<file path="src/rtl/ups_axi4l_regs_if.sv">
// rtl/ups_axi4l_regs_if.sv - AXI4-Lite channel bundle for the ups register block
interface ups_axi4l_regs_if;
  logic [31:0] awaddr;
  logic [2:0]  awprot;
  logic        awvalid;
  logic        awready;
  logic [31:0] wdata;
  logic [3:0]  wstrb;
  logic        wvalid;
  logic        wready;
  logic [1:0]  bresp;
  logic        bvalid;
  logic        bready;
  logic [31:0] araddr;
  logic [2:0]  arprot;
  logic        arvalid;
  logic        arready;
  logic [31:0] rdata;
  logic [1:0]  rresp;
  logic        rvalid;
  logic        rready;

  modport master (
    output awaddr, awprot, awvalid, input awready,
    output wdata, wstrb, wvalid, input wready,
    input bresp, bvalid, output bready,
    output araddr, arprot, arvalid, input arready,
    input rdata, rresp, rvalid, output rready
  );

  modport slave (
    input awaddr, awprot, awvalid, output awready,
    input wdata, wstrb, wvalid, output wready,
    output bresp, bvalid, input bready,
    input araddr, arprot, arvalid, output arready,
    output rdata, rresp, rvalid, input rready
  );
endinterface

</file>
<file path="src/rtl/ups_axi4l_regs.sv">
// rtl/ups_axi4l_regs.sv - AXI4-Lite slave with fifteen control registers and an ID word
// Word-indexed map: 0..14 read/write, 15 read-only ID, anything with addr[31:4] set is SLVERR.
module ups_axi4l_regs #(
  parameter logic [31:0] ID_VALUE  = 32'h5550_5301,
  parameter bit          USE_WSTRB = 1'b0
) (
  input  logic            clk,
  input  logic            rst_n,
  ups_axi4l_regs_if.slave ca4l,
  output logic [479:0]    ctrl_q,
  output logic [14:0]     wr_pulse
);
  localparam logic [1:0] RESP_OKAY   = 2'b00;
  localparam logic [1:0] RESP_SLVERR = 2'b10;

  logic [31:0] regs [15];

  logic        aw_held, w_held;
  logic [31:0] aw_addr_q, w_data_q;
  logic [3:0]  w_strb_q;
  logic        awready_q, wready_q, bvalid_q;
  logic [1:0]  bresp_q;
  logic        aw_hs, w_hs, commit, wr_ok;
  logic [3:0]  wr_idx;
  logic [31:0] wr_mask;

  assign aw_hs  = ca4l.awvalid && awready_q;
  assign w_hs   = ca4l.wvalid && wready_q;
  assign commit = aw_held && w_held;
  assign wr_idx = aw_addr_q[3:0];
  assign wr_ok  = (aw_addr_q[31:4] == 28'd0) && (wr_idx != 4'd15);

  always_comb begin
    wr_mask = '1;
    if (USE_WSTRB) begin
      for (int k = 0; k < 4; k++) wr_mask[8*k +: 8] = {8{w_strb_q[k]}};
    end
  end

  // AW and W are captured independently; the commit edge also clears both flags.
  always_ff @(posedge clk) begin
    if (!rst_n) begin
      awready_q <= 1'b0;
      wready_q  <= 1'b0;
      bvalid_q  <= 1'b0;
      bresp_q   <= 2'b00;
      aw_held   <= 1'b0;
      w_held    <= 1'b0;
      aw_addr_q <= '0;
      w_data_q  <= '0;
      w_strb_q  <= '0;
      wr_pulse  <= '0;
      for (int n = 0; n < 15; n++) regs[n] <= '0;
    end else begin
      awready_q <= ca4l.awvalid && !awready_q && !aw_held && !bvalid_q;
      wready_q  <= ca4l.wvalid && !wready_q && !w_held && !bvalid_q;
      wr_pulse  <= '0;
      if (aw_hs) begin
        aw_held   <= 1'b1;
        aw_addr_q <= ca4l.awaddr;
      end
      if (w_hs) begin
        w_held   <= 1'b1;
        w_data_q <= ca4l.wdata;
        w_strb_q <= ca4l.wstrb;
      end
      if (commit) begin
        aw_held  <= 1'b0;
        w_held   <= 1'b0;
        bvalid_q <= 1'b1;
        bresp_q  <= wr_ok ? RESP_OKAY : RESP_SLVERR;
        for (int n = 0; n < 15; n++) begin
          if (wr_ok && wr_idx == 4'(n)) begin
            regs[n]     <= (regs[n] & ~wr_mask) | (w_data_q & wr_mask);
            wr_pulse[n] <= 1'b1;
          end
        end
      end else if (bvalid_q && ca4l.bready) begin
        bvalid_q <= 1'b0;
      end
    end
  end

  assign ca4l.awready = awready_q;
  assign ca4l.wready  = wready_q;
  assign ca4l.bvalid  = bvalid_q;
  assign ca4l.bresp   = bresp_q;

  always_comb begin
    for (int n = 0; n < 15; n++) ctrl_q[32*n +: 32] = regs[n];
  end

  typedef enum logic {R_IDLE = 1'b0, R_DATA = 1'b1} r_state_e;

  r_state_e    r_state, r_next;
  logic        arready_q, arready_d;
  logic [31:0] rdata_q, rdata_d, rd_val;
  logic [1:0]  rresp_q, rresp_d, rd_resp;
  logic [3:0]  rd_idx;

  assign rd_idx = ca4l.araddr[3:0];

  // Read mux sees the registers before any write landing on the same edge.
  always_comb begin
    rd_val  = '0;
    rd_resp = RESP_SLVERR;
    if (ca4l.araddr[31:4] == 28'd0) begin
      rd_resp = RESP_OKAY;
      if (rd_idx == 4'd15) rd_val = ID_VALUE;
      for (int n = 0; n < 15; n++) begin
        if (rd_idx == 4'(n)) rd_val = regs[n];
      end
    end
  end

  always_comb begin
    r_next    = r_state;
    arready_d = 1'b0;
    rdata_d   = rdata_q;
    rresp_d   = rresp_q;
    case (r_state)
      R_IDLE: begin
        arready_d = ca4l.arvalid && !arready_q;
        if (ca4l.arvalid && arready_q) begin
          r_next  = R_DATA;
          rdata_d = rd_val;
          rresp_d = rd_resp;
        end
      end
      R_DATA: begin
        if (ca4l.rready) r_next = R_IDLE;
      end
      default: r_next = R_IDLE;
    endcase
  end

  always_ff @(posedge clk) begin
    if (!rst_n) begin
      r_state   <= R_IDLE;
      arready_q <= 1'b0;
      rdata_q   <= '0;
      rresp_q   <= 2'b00;
    end else begin
      r_state   <= r_next;
      arready_q <= arready_d;
      rdata_q   <= rdata_d;
      rresp_q   <= rresp_d;
    end
  end

  assign ca4l.arready = arready_q;
  assign ca4l.rvalid  = (r_state == R_DATA);
  assign ca4l.rdata   = rdata_q;
  assign ca4l.rresp   = rresp_q;

  logic unused_prot;
  assign unused_prot = ^{ca4l.awprot, ca4l.arprot};
endmodule

</file>
<file path="src/flat_wrapper.sv">
// flat-port wrapper written by rule: the top's interface ports become plain ports
module ups_axi4l_regs_flat 
#(
  parameter logic [31:0] ID_VALUE  = 32'h5550_5301,
  parameter bit          USE_WSTRB = 1'b0
)
  (clk, rst_n, ctrl_q, wr_pulse, ca4l_awaddr, ca4l_awprot, ca4l_awvalid, ca4l_awready, ca4l_wdata, ca4l_wstrb, ca4l_wvalid, ca4l_wready, ca4l_bresp, ca4l_bvalid, ca4l_bready, ca4l_araddr, ca4l_arprot, ca4l_arvalid, ca4l_arready, ca4l_rdata, ca4l_rresp, ca4l_rvalid, ca4l_rready);
  ups_axi4l_regs_if ca4l_i ();
  input  logic clk;
  input  logic rst_n;
  output logic [479:0] ctrl_q;
  output logic [14:0] wr_pulse;
  input wire logic [$bits(ca4l_i.awaddr)-1:0] ca4l_awaddr;
  input wire logic [$bits(ca4l_i.awprot)-1:0] ca4l_awprot;
  input wire logic [$bits(ca4l_i.awvalid)-1:0] ca4l_awvalid;
  output wire logic [$bits(ca4l_i.awready)-1:0] ca4l_awready;
  input wire logic [$bits(ca4l_i.wdata)-1:0] ca4l_wdata;
  input wire logic [$bits(ca4l_i.wstrb)-1:0] ca4l_wstrb;
  input wire logic [$bits(ca4l_i.wvalid)-1:0] ca4l_wvalid;
  output wire logic [$bits(ca4l_i.wready)-1:0] ca4l_wready;
  output wire logic [$bits(ca4l_i.bresp)-1:0] ca4l_bresp;
  output wire logic [$bits(ca4l_i.bvalid)-1:0] ca4l_bvalid;
  input wire logic [$bits(ca4l_i.bready)-1:0] ca4l_bready;
  input wire logic [$bits(ca4l_i.araddr)-1:0] ca4l_araddr;
  input wire logic [$bits(ca4l_i.arprot)-1:0] ca4l_arprot;
  input wire logic [$bits(ca4l_i.arvalid)-1:0] ca4l_arvalid;
  output wire logic [$bits(ca4l_i.arready)-1:0] ca4l_arready;
  output wire logic [$bits(ca4l_i.rdata)-1:0] ca4l_rdata;
  output wire logic [$bits(ca4l_i.rresp)-1:0] ca4l_rresp;
  output wire logic [$bits(ca4l_i.rvalid)-1:0] ca4l_rvalid;
  input wire logic [$bits(ca4l_i.rready)-1:0] ca4l_rready;
  assign ca4l_i.awaddr = ca4l_awaddr;
  assign ca4l_i.awprot = ca4l_awprot;
  assign ca4l_i.awvalid = ca4l_awvalid;
  assign ca4l_awready = ca4l_i.awready;
  assign ca4l_i.wdata = ca4l_wdata;
  assign ca4l_i.wstrb = ca4l_wstrb;
  assign ca4l_i.wvalid = ca4l_wvalid;
  assign ca4l_wready = ca4l_i.wready;
  assign ca4l_bresp = ca4l_i.bresp;
  assign ca4l_bvalid = ca4l_i.bvalid;
  assign ca4l_i.bready = ca4l_bready;
  assign ca4l_i.araddr = ca4l_araddr;
  assign ca4l_i.arprot = ca4l_arprot;
  assign ca4l_i.arvalid = ca4l_arvalid;
  assign ca4l_arready = ca4l_i.arready;
  assign ca4l_rdata = ca4l_i.rdata;
  assign ca4l_rresp = ca4l_i.rresp;
  assign ca4l_rvalid = ca4l_i.rvalid;
  assign ca4l_i.rready = ca4l_rready;
  ups_axi4l_regs #(.ID_VALUE(ID_VALUE), .USE_WSTRB(USE_WSTRB)) u_core (.clk(clk), .rst_n(rst_n), .ca4l(ca4l_i), .ctrl_q(ctrl_q), .wr_pulse(wr_pulse));
endmodule
</file>
<file path="config.mk">
export PLATFORM = sky130hd
export DESIGN_NAME = ups_axi4l_regs_flat
export DESIGN_NICKNAME = d
export VERILOG_FILES = /design/src/rtl/ups_axi4l_regs_if.sv /design/src/rtl/ups_axi4l_regs.sv /design/src/flat_wrapper.sv
export SDC_FILE = /design/constraint.sdc
export NUM_CORES = 1
export LEC_CHECK = 0
export ABC_AREA = 0
export CAP_MARGIN = 5
export CORE_MARGIN = 2
export CORE_UTILIZATION = 25
export DETAILED_ROUTE_END_ITERATION = 12
export PLACE_DENSITY = 0.52
export REMOVE_ABC_BUFFERS = 1
export SLEW_MARGIN = 40
export SYNTH_ARGS = -nofsm -noshare
export SYNTH_HDL_FRONTEND = slang
export SYNTH_SLANG_ARGS = --single-unit
</file>
<file path="constraint.sdc">
create_clock -name clk -period 3.97 [get_ports clk]
set_input_delay 0.397 -clock clk [delete_from_list [all_inputs] [get_ports clk]]
set_output_delay 0.397 -clock clk [all_outputs]
set_load 0.05 [all_outputs]
</file>
Yosys cells after proc, flatten, opt, wreduce, memory -nomap -nowiden
Memories as Yosys holds them, arrays and structs flattened.
Cells that the tools add are included.
Widths: inputs -> output; s select.
- memories: 1
- bits in registers: 122
- RAM bits: 480
- logic and storage cells: 204
- output and inout port bits: 536
- memory list (name ; words ; bits a word ; read ports ; clocked after memory_dff ; write ports ; line ; source):
    u_core.regs ; 15 ; 32 ; 15 ; 0 ; 15 ; ups_axi4l_regs.sv:16 ; logic [31:0] regs [15];
- reduce and logical (&&, ||, !) cells: 43
- equal/unequal tests: 30
- bitwise logic cells: 17
- muxes and demuxes: 100
- operators with widths (kind ; number):
    $mux 32 ; 31
    $mux 1 ; 65
    $eq 4x4->1 const B ; 15
    $logic_not 28->1 ; 2
    $eq 4x3->1 const B ; 8
    $mux 31 ; 1
    $logic_and 1x1->1 ; 28
    $eq 4x2->1 const B ; 4
    $or 1x1->1 ; 15
    $eq 4x1->1 const B ; 2
    $logic_not 4->1 ; 2
    $logic_not 1->1 ; 6
    $mux 2 ; 2
    $ne 4x4->1 const B ; 1
    $reduce_and 2->1 ; 2
    $reduce_or 2->1 ; 2
    $not 1->1 ; 2
    $pmux 1 s2 ; 1
    $reduce_bool 2->1 ; 1

Logic depth before layout (Yosys ltp)
- depth in word-level cells: 18
- mapped depth: 9
- mapped depth without buffers: 5

Worst setup path before layout
No wires, ideal clock.
- kind: reg2reg
- start point: register u_core.aw_addr_q[19]
- end point: memory u_core.regs[12][0], in the netlist u_core.regs[0][384] (enable)
- stages on the path, launching flop included: 6
- library setup time: 0.466 ns
- arrival time: 3.415 ns
- period minus slack after synthesis: 3.881 ns
- slack: 0.089 ns
- buffers on the path: 0
- path through: dfxtp_1 > nor4_1 > o2111a_1 > and2_1 > nand3_1 > o21ai_0
- RTL lines (item ; line ; source):
    from (decl) ; ups_axi4l_regs.sv:19 ; logic [31:0] aw_addr_q, w_data_q;
    from (signal assigned) ; ups_axi4l_regs.sv:60 ; aw_addr_q <= ca4l.awaddr;
    to (decl) ; ups_axi4l_regs.sv:16 ;

==> metrics.md <==
| Metric | Value |
|---|---|
| Global-route usage over all layers | `24.5%` |
| Final Setup Violations | `0` |
| Most common cell in the synthesized netlist | `edfxtp_1` |
| Clock share of power | `42.5%` |
| CTS sink cnt | `600` |
| Final worst-path cycle share | `69.7%` |
| Post-CTS Hold Buffers | `0` |
| M2 GR Usage | `40.5%` |
| Critical-path maximum fanout | `17` |
| Global route overflow | `0` |
| WP data arrival | `3.04 ns` |
| Layout filler cell count | `10200` |
| Final hold vios | `0` |
| MaxCap Viol Count | `0` |
| Pre-Repair DR Iteration Count | `6` |
| Routability cong. | `0.827` |
| Critical Path RT | `4.24 ns` |
| Net switching power | `0.00456 W` |
| Fraction of registers with async set/reset | `0%` |
| # port buffers | `636` |
| Reg2reg end | `u_core.regs[0][143]` |
| WS Path Type | `reg2reg` |
| Share of power burned in registers | `44.3%` |
| H-tree depth | `3` |
| Design Area, Final | `37100 µm²` |
| Startpoint types | `flip-flop` |
| Hpwl dp | `94300 µm` |
| Die area | `107000 µm²` |
| Total number of vias | `21100` |
| RSZ-0062 raised after global routing | `no` |
| Combinational power share | `13.3%` |
| Post-CTS setup buffers | `0` |
| Clock transition at path regs | `0.06 ns` |
| Area growth, synth to finish | `41.7%` |
| Total negative slack | `0 ns` |
| Post-synthesis cell type count | `82` |
| Seq/Total Area, Yosys | `64.3%` |
| Synth cell count leaders | `480 x edfxtp_1, 366 x and2_1, 208 x nand2_1` |
| Initial core utilization | `25.2%` |
| DIE HEIGHT | `328 µm` |
| R2r startpoint | `u_core.aw_addr_q[1]` |
| Met3 GRT Util | `5.17%` |
| # IOs | `649` |
| Core footprint | `104000 µm²` |
| Clk_lat worst skew | `0.65 ns` |
| CTS Buf Count | `72` |
| Synth top area cells | `edfxtp_1 55%, dfxtp_1 9.2%, and2_1 8.8%` |
| Syn Inst Count | `2127` |
| Synth Flop Type | `edfxtp_1` |
| Vias per inst | `5.02` |
| Internal | `0.0117 W` |
| Yosys Warn Count | `0` |
| Top-area cell type share of the netlist area | `55.1%` |
| First-pass GRT wire length | `179000 µm` |
| #FFs+latches synth | `600` |
| Dpl cell area | `34600 µm²` |
| Status | `completed` |
| Final wirelength | `136000 µm` |
| Post-synth EDFFs | `480` |
| TritonCTS clock tree | `done` |
| Least-Margin Pin Slew | `0.934 ns` |
| Final antenna-violating net count | `0` |
| Avg Cell Area, Syn | `12.3 µm²` |
| Drt wl/cell | `32.3 µm` |
| Post-place setup slack | `0.848 ns` |
| Clock Skew | `0.0208 ns` |
| Placed cell count | `4063` |
| Worst setup margin | `1.20 ns` |
| Hold path cells | `3` |
| Switching Share | `28.1%` |
| Fin Hold WS | `0.296 ns` |
| Initial antenna violation count | `10` |
| Min cycle time layout | `2.77 ns` |
| Nets | `2870` |
| Die X-Extent | `328 µm` |
| R2r setup slk | `1.20 ns` |
| VDD IR max | `251 µV` |
| Iteration-0 DRC Markers | `2260` |
| Number of global-route vias before repair | `20900` |
| Final slew viol count | `0` |
| Cell Pwr Density | `438 nW/µm²` |
| Achievable Freq | `361 MHz` |
| GRT Max-Usage Layer | `met2` |
| Hold crit path type | `in2reg` |
| Layout cell share with drive strength beyond 1 | `11.9%` |
| Largest net degree at the start of global routing | `72` |
| Slew HR | `37.7%` |
| CTS resizes | `0` |
| CTS max path bufs | `3` |
| Final std cells w/o fill | `4203` |
| Hold Startpoint | `ca4l_awaddr[19]` |
| Cell row count | `118` |
| Hold path endpoint | `u_core.aw_addr_q[19]` |
| Post-Synthesis Cell Area | `26200 µm²` |
| Leak | `13.1 nW` |
| Largest area contributor in the netlist | `edfxtp_1` |
| # DRC | `0` |
| Root buf cell | `clkbuf_16` |
| Register-to-Register Path Depth | `6` |
| Met1 usage | `32.8%` |
| CP endpoint kind | `flip-flop` |
==> logic make-up (layout without fill, tap and decap cells) <==
kind of cell	after synthesis	after routing	synth area share, %
buf+inv	199	888	3.45
simple gates	764	764	16.0
other cells	1	8	0.0143
compound gates	482	482	12.4
mux	81	81	3.87
flops	600	600	64.3
==> metal layers <==
layer,wire (µm),vias up
li1,-,9103
met2,64100,1131
met3,11100,155
met5,0,-
met4,2830,0
met1,57600,10700
==> power groups by stage <==
stage / clock network, W / registers (W) / logic (W)
floorplan: 0 / 0.00792 / 0.000416
global placement: 0 / 0.00732 / 0.00215
detailed placement: 0 / 0.00732 / 0.00216
CTS: 0.00701 / 0.00719 / 0.00216
global route: 0.00722 / 0.00721 / 0.00222
finish: 0.00690 / 0.00719 / 0.00215
==> how the worst max path moves through the flow <==
stage	startpoint	to	slack [ns]	cells after the start
2_1_floorplan	u_core.aw_addr_q[19]	u_core.regs[0][384]	0.09	5
6_report	u_core.aw_addr_q[1]	u_core.regs[0][143]	1.20	6
4_1_cts	u_core.aw_addr_q[7]	u_core.regs[0][143]	1.19	6
3_3_place_gp	ca4l_araddr[10]	u_core.ca4l.rdata[4]	0.78	7
3_5_place_dp	ca4l_araddr[10]	u_core.ca4l.rdata[4]	0.85	7
5_1_grt	u_core.aw_addr_q[18]	u_core.regs[0][129]	1.04	6
==> state kept, by name (all words and copies together) (netlist names) <==
| signal | count |
|---|---|
| u_core.regs | 480 |
| u_core.ca4l.awready | 1 |
| u_core.aw_held | 1 |
| u_core.ca4l.rdata | 32 |
| u_core.w_held | 1 |
| u_core.aw_addr_q | 32 |
| u_core.ca4l.rresp | 1 |
| u_core.wr_pulse | 15 |
| u_core.ca4l.arready | 1 |
| u_core.ca4l.rvalid | 1 |
| u_core.ca4l.bvalid | 1 |
| u_core.ca4l.wready | 1 |
| u_core.ca4l.bresp | 1 |
| u_core.w_data_q | 32 |
==> area by class of cell <==
| type | count | area (µm²) | share of cell area (%) |
|---|---|---|---|
| Sequential cell | 600 | 16800 | 45.4 |
| Clock buffer | 104 | 2060 | 5.55 |
| Inverter | 12 | 48.8 | 0.132 |
| Multi-Input combinational cell | 1329 | 8760 | 23.6 |
| Timing Repair Buffer | 742 | 7270 | 19.6 |
| Tap cell | 1380 | 1730 | 4.66 |
| Antenna cell | 6 | 15.0 | 0.0405 |
| Clock inverter | 30 | 379 | 1.02 |
==> layout by cell type, fill, tap and decap left out, types with 8 or more instances in the layout <==
cell | Yosys | routed
clkdlybuf4s50_1 | 0 | 628
dfxtp_1 | 120 | 120
a211oi_1 | 14 | 14
clkinv_2 | 0 | 11
o21bai_1 | 8 | 8
mux2_2 | 31 | 31
nor4_1 | 15 | 15
o21ai_0 | 95 | 80
clkbuf_1 | 104 | 22
nor2b_1 | 11 | 8
o21ai_4 | 0 | 15
clkbuf_8 | 0 | 8
nand3b_1 | 9 | 9
mux2i_1 | 37 | 37
nor2_4 | 0 | 11
o22ai_1 | 36 | 36
mux4_2 | 13 | 13
buf_4 | 15 | 99
a22oi_1 | 24 | 24
inv_1 | 12 | 10
o2bb2ai_1 | 9 | 9
a22o_1 | 12 | 12
a21oi_1 | 131 | 131
a221oi_1 | 22 | 22
nand2_1 | 208 | 206
and2_1 | 366 | 364
buf_12 | 0 | 8
nand3_1 | 11 | 11
o221ai_1 | 15 | 15
nand2b_1 | 23 | 22
a21o_1 | 9 | 9
a2bb2oi_1 | 12 | 12
o21a_1 | 14 | 14
nor2_1 | 71 | 60
clkbuf_16 | 0 | 75
edfxtp_1 | 480 | 480
==> through the flow <==
stage          util (%)  power [W]
5_1_grt            35.8     0.0166
6_report           35.8     0.0162
4_1_cts            35.8     0.0164
3_3_place_gp       33.4    0.00947
3_5_place_dp       33.4    0.00948
2_1_floorplan         -    0.00834
==> critical path, stage by stage (launching register included) <==
cell	delay, ns
dfxtp_1	0.37
nand2_1	0.33
o2111a_1	0.33
nand4_1	0.38
buf_4	0.35
o21ai_4	0.16
buf_4	0.45
Power figures use the tool's default switching activity.
==> edit, RTL diff (config.mk and constraints unchanged) <==
`USE_WSTRB` is set to 1'b0 in 2 places; all go to 1'b1.
--- a/src/rtl/ups_axi4l_regs.sv
+++ b/src/rtl/ups_axi4l_regs.sv
@@ -2,7 +2,7 @@
 // Word-indexed map: 0..14 read/write, 15 read-only ID, anything with addr[31:4] set is SLVERR.
 module ups_axi4l_regs #(
   parameter logic [31:0] ID_VALUE  = 32'h5550_5301,
-  parameter bit          USE_WSTRB = 1'b0
+  parameter bit          USE_WSTRB = 1'b1
 ) (
   input  logic            clk,
   input  logic            rst_n,
--- a/src/flat_wrapper.sv
+++ b/src/flat_wrapper.sv
@@ -2,7 +2,7 @@
 module ups_axi4l_regs_flat 
 #(
   parameter logic [31:0] ID_VALUE  = 32'h5550_5301,
-  parameter bit          USE_WSTRB = 1'b0
+  parameter bit          USE_WSTRB = 1'b1
 )
   (clk, rst_n, ctrl_q, wr_pulse, ca4l_awaddr, ca4l_awprot, ca4l_awvalid, ca4l_awready, ca4l_wdata, ca4l_wstrb, ca4l_wvalid, ca4l_wready, ca4l_bresp, ca4l_bvalid, ca4l_bready, ca4l_araddr, ca4l_arprot, ca4l_arvalid, ca4l_arready, ca4l_rdata, ca4l_rresp, ca4l_rvalid, ca4l_rready);
   ups_axi4l_regs_if ca4l_i ();
Formal check against the unedited RTL: not equivalent (Yosys sat finds a counterexample within 4 cycles, from zero or initial values and one cycle with rst_n low).
==> edit against the original RTL <==
- worst setup slack got worse by 0.27 ns
- die area increased by 13%
- routed wire length up 13%
- power is 5.2% higher
- first-iteration DRC count increased by 34%
- count of clock-buffer cells in the layout grew 5
- worst hold slack worse by 0.059 ns
- sequential cell count up 4
- critical path depth is 1 higher
- synthesized area increased by 13%
- global-route usage decreased by 0.13 points
- design area grew 9.2%
- clock skew rose by 0.0053 ns
- largest cell class unchanged
- highest routed layer is now met5
==> edit: results (changes against the original RTL) <==
Sw Ratio 29.4% (+1.3 points); design internal power 12.1 mW (+3.3%); first-pass GRT wire length 207,000 microns (+15%); HPWL after DPL 100,000 microns (+6.4%); post-synthesis cell type count 69 (-16%); Worst Path Max Fanout 18 (+1); Overall Global Routing Usage 24.4% (-0.13 points); synth top area cells edfxtp_1 (49%), a21oi_1 (11%), nand2b_1 (10%); Nets 3,498 (+22%); Arr. time, crit path 3.52 ns (+0.48 ns); die width 348 microns (+6.2%); Final Skew 0.0261 ns (+0.00533 ns); Max IR drop VDD 247 uV (-1.4%); synthesized area per cell 10.4 sq um (-15%); routed length per instance 30.7 microns (-5.0%); CP delay by family, top simple AND/OR/NAND/NOR gates; TritonCTS Buffers 78 (+8.3%); GP Congestion 0.799 (-3.4%); placed inst area 38,000 sq um (+9.7%); share of layout cells above drive strength 1 9.51% (-2.3 points); Placement Setup Slack 0.863 ns (+0.0154 ns); Placed Cells 4,841 (+19%); vias in the first global route 25.3k (+21%); largest net degree at the start of global routing 110 (+53%); Leak 13.8 nW (+5.1%); worst slew pin tran 0.891 ns (-0.0430 ns); Logic power comb 2.59 mW (+20%); fin cells 4,985 (+19%); run status finished clean; Post-synth top cells a21oi_1 (633), nand2b_1 (490), edfxtp_1 (480); synth warn 0 (unchanged); filler instances 11.9k (+17%); initial antenna violation count 12 (+2); sequential area share after synthesis 57.2% (-7.1 points); vias per cell 5.28 (+5.0%)
==> edit: final timing paths <==
check | startpoint | to | slack [ns] | cells past startpoint
min | rst_n | u_core.ca4l.rdata[20]$_SDFFE_PN0P_ | 0.24 | 2
min reg2reg | u_core.ca4l.rdata[9]$_SDFFE_PN0P_ | u_core.ca4l.rdata[9]$_SDFFE_PN0P_ | 0.45 | 2
max | u_core.aw_addr_q[11]$_SDFFE_PN0P_ | u_core.regs[2][22]$_SDFFCE_PN0P_ | 0.94 | 7
max reg2reg | u_core.aw_addr_q[11]$_SDFFE_PN0P_ | u_core.regs[2][22]$_SDFFCE_PN0P_ | 0.94 | 7
==> edit: cells by family (layout without fill, tap and decap cells) <==
| logic type | count (synthesis) | count (layout) | synth area share (%) |
|---|---|---|---|
| compound gates | 915 | 915 | 17.4 |
| buf+inv | 277 | 897 | 4.00 |
| flops | 604 | 604 | 57.2 |
| mux | 75 | 75 | 4.21 |
| other cells | 1 | 3 | 0.0127 |
| simple gates | 955 | 955 | 17.2 |
==> edit: cell type report <==
type / count / area (sq um) / share of cell area (%)
clock buffers: 109 / 2180 / 5.39
diodes: 1 / 2.50 / 0.00618
well taps: 1536 / 1920 / 4.75
repair buffers: 736 / 7310 / 18.1
inverters: 18 / 75.1 / 0.185
flip-flops and latches: 604 / 16900 / 41.8
multi-input cells: 1947 / 11800 / 29.0
clock inverters: 34 / 319 / 0.788
==> edit: per-layer routing <==
layer / GRT usage, % / up-vias / part of all wire [%]
met5: 0 / - / 0.0085
met4: 8.30 / 2 / 3.4
met3: 7.37 / 246 / 10
met2: 38.8 / 1496 / 46
met1: 31.4 / 13200 / 40
li1: - / 11400 / -
